## config.mk

```make
export PLATFORM = sky130hd
export DESIGN_NAME = mux_display_decoder
export DESIGN_NICKNAME = d
export VERILOG_FILES = /design/src/rtl/mux_display_pkg.sv /design/src/rtl/mux_display_decoder_seg7.sv /design/src/rtl/mux_display_decoder.sv
export SDC_FILE = /design/constraint.sdc
export NUM_CORES = 1
export LEC_CHECK = 0
export ABC_AREA = 0
export ABC_CLOCK_PERIOD_IN_PS = 3100
export BUFFER_PORTS_ARGS = -buffer_cell sky130_fd_sc_hd__clkbuf_2
export CAP_MARGIN = 20
export CORE_AREA = 2 2 101 103
export CTS_CLUSTER_DIAMETER = 40
export CTS_CLUSTER_SIZE = 25
export DETAILED_ROUTE_END_ITERATION = 16
export DIE_AREA = 0 0 103 105
export HOLD_SLACK_MARGIN = 0.06
export PLACE_DENSITY = 0.85
export SETUP_SLACK_MARGIN = 0.02
export SLEW_MARGIN = 30
export SYNTH_ARGS = -nofsm -noshare
export SYNTH_HDL_FRONTEND = slang
export SYNTH_HIERARCHICAL = 1
export SYNTH_SLANG_ARGS = --single-unit
export TNS_END_PERCENT = 20
```

## constraint.sdc

```tcl
create_clock -name clk -period 3.1 [get_ports clk]
set_clock_uncertainty 0.1 [all_clocks]
set_input_delay 0.62 -clock clk [delete_from_list [all_inputs] [get_ports clk]]
set_output_delay 0.62 -clock clk [all_outputs]
set_load 0.05 [all_outputs]
```

## src/rtl/mux_display_pkg.sv

```systemverilog
// Shared constants and types for the multiplexed 7-segment display receiver.
package mux_display_pkg;

  localparam int unsigned NIBBLE_W = 4;
  localparam int unsigned VALUE_W  = 10;
  localparam int unsigned SEG_W    = 7;
  localparam int unsigned SEL_W    = 4;

  localparam logic [7:0] SEG_0 = 8'hC0;
  localparam logic [7:0] SEG_1 = 8'hF9;
  localparam logic [7:0] SEG_2 = 8'hA4;
  localparam logic [7:0] SEG_3 = 8'hB0;
  localparam logic [7:0] SEG_4 = 8'h99;
  localparam logic [7:0] SEG_5 = 8'h92;
  localparam logic [7:0] SEG_6 = 8'h82;
  localparam logic [7:0] SEG_7 = 8'hF8;
  localparam logic [7:0] SEG_8 = 8'h80;
  localparam logic [7:0] SEG_9 = 8'h90;

  localparam logic [7:0] DP_MASK = 8'h7F;

  localparam logic [SEL_W-1:0] SEL_UNI = 4'b1110;
  localparam logic [SEL_W-1:0] SEL_DEC = 4'b1101;
  localparam logic [SEL_W-1:0] SEL_CEN = 4'b1011;
  localparam logic [SEL_W-1:0] SEL_OFF = 4'b1111;

  typedef enum logic [1:0] {S_WAIT, S_HOLD, S_EMIT} state_t;

  // One registered bus sample: select lines plus segments with dp stripped.
  typedef struct packed {
    logic [SEL_W-1:0] sel;
    logic [SEG_W-1:0] seg;
  } sample_t;

endpackage

```

## src/rtl/mux_display_decoder_seg7.sv

```systemverilog
// Active-low 7-segment code to decimal nibble; anything else is not decimal.
module seg7_decoder
  import mux_display_pkg::*;
(
  input  logic [SEG_W-1:0]    code,
  output logic [NIBBLE_W-1:0] nibble,
  output logic                is_decimal
);

  localparam logic [SEG_W-1:0] C0 = SEG_0[6:0];
  localparam logic [SEG_W-1:0] C1 = SEG_1[6:0];
  localparam logic [SEG_W-1:0] C2 = SEG_2[6:0];
  localparam logic [SEG_W-1:0] C3 = SEG_3[6:0];
  localparam logic [SEG_W-1:0] C4 = SEG_4[6:0];
  localparam logic [SEG_W-1:0] C5 = SEG_5[6:0];
  localparam logic [SEG_W-1:0] C6 = SEG_6[6:0];
  localparam logic [SEG_W-1:0] C7 = SEG_7[6:0];
  localparam logic [SEG_W-1:0] C8 = SEG_8[6:0];
  localparam logic [SEG_W-1:0] C9 = SEG_9[6:0];

  always_comb begin
    nibble     = '0;
    is_decimal = 1'b1;
    case (code)
      C0:      nibble = 4'd0;
      C1:      nibble = 4'd1;
      C2:      nibble = 4'd2;
      C3:      nibble = 4'd3;
      C4:      nibble = 4'd4;
      C5:      nibble = 4'd5;
      C6:      nibble = 4'd6;
      C7:      nibble = 4'd7;
      C8:      nibble = 4'd8;
      C9:      nibble = 4'd9;
      default: is_decimal = 1'b0;
    endcase
  end

endmodule

```

## src/rtl/mux_display_decoder.sv

```systemverilog
// Reconstructs the three scanned digits of a multiplexed 7-segment bus into a binary value.
module mux_display_decoder
  import mux_display_pkg::*;
#(
  parameter int unsigned STABLE_CYCLES  = 16,
  parameter int unsigned TIMEOUT_CYCLES = 2_000_000
) (
  input  logic                  clk,
  input  logic                  rst,
  input  logic [7:0]            segmentos,
  input  logic [SEL_W-1:0]      sel_seg,
  output logic [VALUE_W-1:0]    value_out,
  output logic [3*NIBBLE_W-1:0] digits_out,
  output logic                  value_valid,
  output logic                  value_changed,
  output logic                  code_err,
  output logic                  sel_err,
  output logic                  stale
);

  localparam int unsigned STAB_W = (STABLE_CYCLES > 2) ? $clog2(STABLE_CYCLES) : 1;
  localparam int unsigned TMO_W  = $clog2(TIMEOUT_CYCLES + 1);
  localparam logic [STAB_W-1:0] STAB_MAX = STAB_W'(STABLE_CYCLES - 1);
  localparam logic [TMO_W-1:0]  TMO_MAX  = TMO_W'(TIMEOUT_CYCLES);
  localparam sample_t BLANK_SAMPLE = '{sel: SEL_OFF, seg: 7'h7F};

  sample_t                    smp_q;
  sample_t                    smp_p;
  logic [STAB_W-1:0]          stab_cnt;
  logic [TMO_W-1:0]           tmo_cnt;
  state_t                     state;
  logic [2:0]                 got;
  logic [2:0][NIBBLE_W-1:0]   nib;
  logic                       have_prev;

  logic                       same_c;
  logic                       stable_c;
  logic                       dig_sel_c;
  logic                       blank_c;
  logic [1:0]                 slot_c;
  logic [2:0]                 got_set_c;
  logic [NIBBLE_W-1:0]        nibble_c;
  logic                       is_dec_c;
  logic [VALUE_W-1:0]         value_c;

  seg7_decoder u_dec (
    .code       (smp_q.seg),
    .nibble     (nibble_c),
    .is_decimal (is_dec_c)
  );

  // Input register, one-sample history and run-length of identical samples.
  always_ff @(posedge clk or posedge rst) begin
    if (rst) begin
      smp_q    <= BLANK_SAMPLE;
      smp_p    <= BLANK_SAMPLE;
      stab_cnt <= '0;
    end else begin
      smp_q    <= '{sel: sel_seg, seg: SEG_W'(segmentos & DP_MASK)};
      smp_p    <= smp_q;
      if (!same_c)
        stab_cnt <= '0;
      else if (stab_cnt != STAB_MAX)
        stab_cnt <= stab_cnt + STAB_W'(1);
    end
  end

  assign same_c   = (smp_q == smp_p);
  assign stable_c = (stab_cnt == STAB_MAX);

  always_comb begin
    dig_sel_c = 1'b1;
    blank_c   = 1'b0;
    slot_c    = 2'd0;
    case (smp_q.sel)
      SEL_UNI: slot_c = 2'd0;
      SEL_DEC: slot_c = 2'd1;
      SEL_CEN: slot_c = 2'd2;
      SEL_OFF: begin
        dig_sel_c = 1'b0;
        blank_c   = 1'b1;
      end
      default: dig_sel_c = 1'b0;
    endcase
  end

  assign got_set_c = got | (3'b001 << slot_c);
  assign value_c   = VALUE_W'(nib[2]) * 10'd100 + VALUE_W'(nib[1]) * 10'd10 + VALUE_W'(nib[0]);

  // Capture FSM; S_HOLD leaves once the dwell that was accepted stops being stable.
  always_ff @(posedge clk or posedge rst) begin
    if (rst) begin
      state         <= S_WAIT;
      got           <= '0;
      nib           <= '0;
      have_prev     <= 1'b0;
      value_out     <= '0;
      digits_out    <= '0;
      value_valid   <= 1'b0;
      value_changed <= 1'b0;
      code_err      <= 1'b0;
      sel_err       <= 1'b0;
    end else begin
      value_valid   <= 1'b0;
      value_changed <= 1'b0;
      case (state)
        S_WAIT: begin
          if (stable_c) begin
            if (dig_sel_c) begin
              if (is_dec_c) begin
                nib[slot_c] <= nibble_c;
                got         <= got_set_c;
                state       <= (got_set_c == 3'b111) ? S_EMIT : S_HOLD;
              end else begin
                code_err <= 1'b1;
                state    <= S_HOLD;
              end
            end else if (!blank_c) begin
              sel_err <= 1'b1;
              state   <= S_HOLD;
            end
          end
        end
        S_HOLD: begin
          if (!stable_c)
            state <= S_WAIT;
        end
        S_EMIT: begin
          value_out     <= value_c;
          digits_out    <= nib;
          value_valid   <= 1'b1;
          value_changed <= !have_prev || (value_c != value_out);
          have_prev     <= 1'b1;
          got           <= '0;
          state         <= S_HOLD;
        end
        default: state <= S_WAIT;
      endcase
    end
  end

  // Frame watchdog; an emit restart wins over saturation.
  always_ff @(posedge clk or posedge rst) begin
    if (rst) begin
      tmo_cnt <= '0;
      stale   <= 1'b0;
    end else if (state == S_EMIT) begin
      tmo_cnt <= '0;
      stale   <= 1'b0;
    end else if (tmo_cnt != TMO_MAX) begin
      tmo_cnt <= tmo_cnt + TMO_W'(1);
      stale   <= ((tmo_cnt + TMO_W'(1)) == TMO_MAX);
    end else begin
      stale   <= 1'b1;
    end
  end

endmodule

```

==> results.txt <==
----------------------------------------------------
[STA]
  Final period demand of the worst path ... 3.26 ns
  Worst rel slew slack ... 47.7%
  Worst Tran Pin Value ... 0.784 ns
  Setup violation total in the final timing report ... 1
  Maximum frequency from static timing analysis ... 0.307 GHz
  Part of the cycle the worst path needs ... 105%
  Unrepaired setup endpoints after global routing ... true
  Number of hold violations in the final report ... 0
  Count of pins over their slew limit ... 0
  Worst Slack Setup Final ... -0.159 ns

[Clock network]
  Clock-pin slew on the worst setup and hold paths ... 0.10 ns
  Htree depth ... 3
  TritonCTS buffer count ... 9
  CTS Root Buffer Type ... clkbuf_8
  CTS tree ... built
  Number of buffers on the longest clock path ... 2
  Number of clock sinks ... 91
  Clock insertion delay at the later pin of the skew report ... 0.37 ns

[Yosys]
  Sequential cell area fraction in the yosys report ... 44.2%
  Cell count after synthesis ... 514
  Synthesized area per cell ... 10.1 µm²
  Synth Cell Area ... 0.00522 mm²
  Share of async-settable or async-resettable flops after synthesis ... 100%
  Distinct cell type count of the synthesized netlist ... 74
  Dominant synthesized flop cell ... dfrtp_1
  YS warnings ... 6
  Count of flip-flops with a built-in enable after synthesis ... 0
  Post-synth net total ... 559
  Count of state elements after synthesis ... 91

[Routing]
  Vias post-DR ... 4189
  Routed Wire Length ... 12100 µm
  Number of remaining DRC errors ... 0
  Drt pass-1 iters ... 5
  Avg WL per Cell ... 17.2 µm
  Detail-routed via count per cell ... 5.93
  DRT antenna net count ... 0
  DR iter-0 viols ... 262

[Cells and area]
  Fin area ... 0.00609 mm²
  NumNets Final ... 613
  # diodes ... 0
  Fraction of final layout cells with drive strength greater than 1 ... 27.4%
  Total of fill cells in the finished design ... 742
  Area added between synthesis and finish ... 16.8%
  Final Util ... 63.2%

[Global routing]
  First-pass GRT wire length ... 19700 µm
  Overall overflow remaining after global route ... 0
  All-layer global routing usage ... 22.9%
  Largest net degree at the start of global routing ... 47
  Number of antenna violations at the first check in global routing ... 0
  Number of global-route vias before repair ... 4153

[Critical path]
  Maximum fanout along the worst path ... 3
  Worst endpoint required time ... 3.23 ns
  Logic depth of the worst register-to-register path ... 12
  Critical Path Sink Type ... flop
  Register-to-register setup slack ... -0.16 ns
  Data arrival time of the worst path ... 3.39 ns
  Critical path class ... flop to flop
  Setup crit start kind ... flop

[Floorplan]
  Die width ... 103 µm
  Core Footprint ... 0.00964 mm²
  Std-Cell Rows ... 36
  Die Ht ... 105 µm
  Initial cell density of the core ... 54.1%
  Overall die area ... 0.0108 mm²
  Number of top-level pins ... 41

[Placement]
  Final weighted congestion of routability-driven global placement ... 0.929
  Area after detailed placement ... 0.00567 mm²
  Detailed placer's ending HPWL ... 7860 µm
  DP Worst Slack ... -0.250 ns
  Port Buffer Count ... 39

[Hold path]
  Cell depth of the worst hold path ... 1
  Worst min-delay path class ... primary input to flop

[Pwr]
  VDD IR max ... 0.000365 V
  PD cells ... 342 mW/mm²
  Leak ... 2.92 nW

[Status]
  Violations in the final reports ... negative setup slack
  Outcome ... finished with violations

[Job]
  Maxcap violations ... 0

----------------------------------------------------
[layer usage]
layer	share of wire, %	track usage, %
met5	0	0
met4	3.2	9.59
met3	5.5	3.61
met2	51	38.3
met1	40	29.2
[cell usage in the layout, fill, tap and decap left out, drive strengths merged, types with 3 or more instances in the layout]
cell,n
nand2,70
dfrtp,69
clkbuf,49
nor2,36
buf,33
xor2,27
ha,26
inv,25
dfstp,22
xnor2,17
nand3,15
nor3,14
mux2,14
a21oi,14
o21ai,14
nand4,9
nor4,8
o21a,7
a31oi,6
nor3b,6
or3,6
nand2b,5
o31ai,5
nor2b,5
fa,5
mux2i,4
and4,4
clkinv,4
a211oi,3
xnor3,3
and3,3
or4,3
[critical path, cell delays in order, from the launching register on]
cell       delay, ns
dfrtp_1         0.43
ha_1            0.31
ha_2            0.20
inv_2           0.05
fa_1            0.51
inv_2           0.05
ha_4            0.26
ha_4            0.19
and3_4          0.16
nor4_4          0.20
o2111ai_2       0.18
nor4_4          0.31
a41oi_2         0.17
[timing repair]
item | CTS | global route
gates resized for setup | 24 | 11
pin swaps | 12 | 13
setup buffers | 2 | 3
setup endpoints to repair | 2 | 2
hold buffers | 0 | 0
[sequential cells by signal, indices dropped and copies added (netlist names)]
name / flops
code_err: 1
got: 3
smp_p: 11
value_changed: 1
digits_out: 11
sel_err: 1
nib: 12
have_prev: 1
tmo_cnt: 21
stale: 1
smp_q: 11
value_valid: 1
stab_cnt: 4
value_out: 10
state: 2
[through the flow]
stage	TNS, ns	cells	power, mW	hold WS (ns)
2_1_floorplan	-0.0610	514	1.30	0.252
3_3_place_gp	-0.170	685	1.32	0.305
3_5_place_dp	-0.403	685	1.33	0.309
4_1_cts	-0.108	703	2.09	0.214
5_1_grt	-0.275	706	2.15	0.213
6_report	-0.159	706	2.08	0.228
[cell families after synthesis]
| kind of cell | count (synthesis) | synth area share (%) |
|---|---|---|
| compound gates | 75 | 10.2 |
| xor+xnor | 47 | 8.68 |
| fa+ha+maj | 31 | 8.16 |
| buf+inv | 52 | 4.82 |
| flops | 91 | 44.2 |
| mux | 18 | 3.79 |
| simple gates | 200 | 20.2 |
[synthesized netlist by cell type, types with 3 or more instances]
| cell | number | area (µm²) |
|---|---|---|
| nand2_1 | 70 | 263 |
| dfrtp_1 | 69 | 1730 |
| nor2_1 | 36 | 135 |
| xor2_1 | 27 | 236 |
| ha_1 | 26 | 325 |
| inv_1 | 23 | 86.3 |
| dfstp_2 | 22 | 578 |
| xnor2_1 | 17 | 149 |
| a21oi_1 | 13 | 65.1 |
| mux2_1 | 13 | 146 |
| nand3_1 | 13 | 65.1 |
| nor3_1 | 13 | 65.1 |
| o21ai_0 | 11 | 55.1 |
| buf_2 | 9 | 45.0 |
| nand4_1 | 9 | 56.3 |
| buf_4 | 8 | 60.1 |
| o21a_1 | 7 | 52.6 |
| a31oi_1 | 6 | 37.5 |
| clkbuf_1 | 6 | 22.5 |
| nor3b_1 | 6 | 45.0 |
| nor4_1 | 6 | 37.5 |
| fa_1 | 5 | 100 |
| nand2b_1 | 5 | 31.3 |
| nor2b_1 | 5 | 31.3 |
| o31ai_1 | 5 | 37.5 |
| or3_1 | 5 | 31.3 |
| and4_1 | 4 | 35.0 |
| buf_1 | 4 | 15.0 |
| mux2i_1 | 4 | 40.0 |
| a211oi_1 | 3 | 22.5 |
| and3_1 | 3 | 18.8 |
| o21ai_1 | 3 | 15.0 |
| or4_1 | 3 | 22.5 |
| xnor3_1 | 3 | 67.6 |
[worst paths after layout]
kind                                     from                      end
max in group asynchronous                 rst       smp_q[1]$_DFF_PP1_
min reg2reg                smp_q[0]$_DFF_PP1_       smp_p[0]$_DFF_PP1_
max reg2reg                nib[9]$_DFFE_PP0P_  value_changed$_DFF_PP0_
min                              segmentos[0]       smp_q[0]$_DFF_PP1_
min in group asynchronous                 rst       nib[5]$_DFFE_PP0P_
max                        nib[9]$_DFFE_PP0P_  value_changed$_DFF_PP0_
[final cells by class]
cell class	instances	area, µm²	share of cell area, %
Clock buffer	10	138	2.26
Clock inverter	6	46.3	0.760
Inverter	23	87.6	1.44
Multi-Input combinational cell	371	2880	47.3
Sequential cell	91	2300	37.8
Tap cell	133	166	2.73
Timing Repair Buffer	72	467	7.66
[report_power, final]
| group | internal [mW] | switching, mW |
|---|---|---|
| clock network | 0.322 | 0.455 |
| logic | 0.0267 | 0.0398 |
| registers | 1.21 | 0.0245 |
| total | 1.56 | 0.519 |
(Power assumes the default switching activity.)
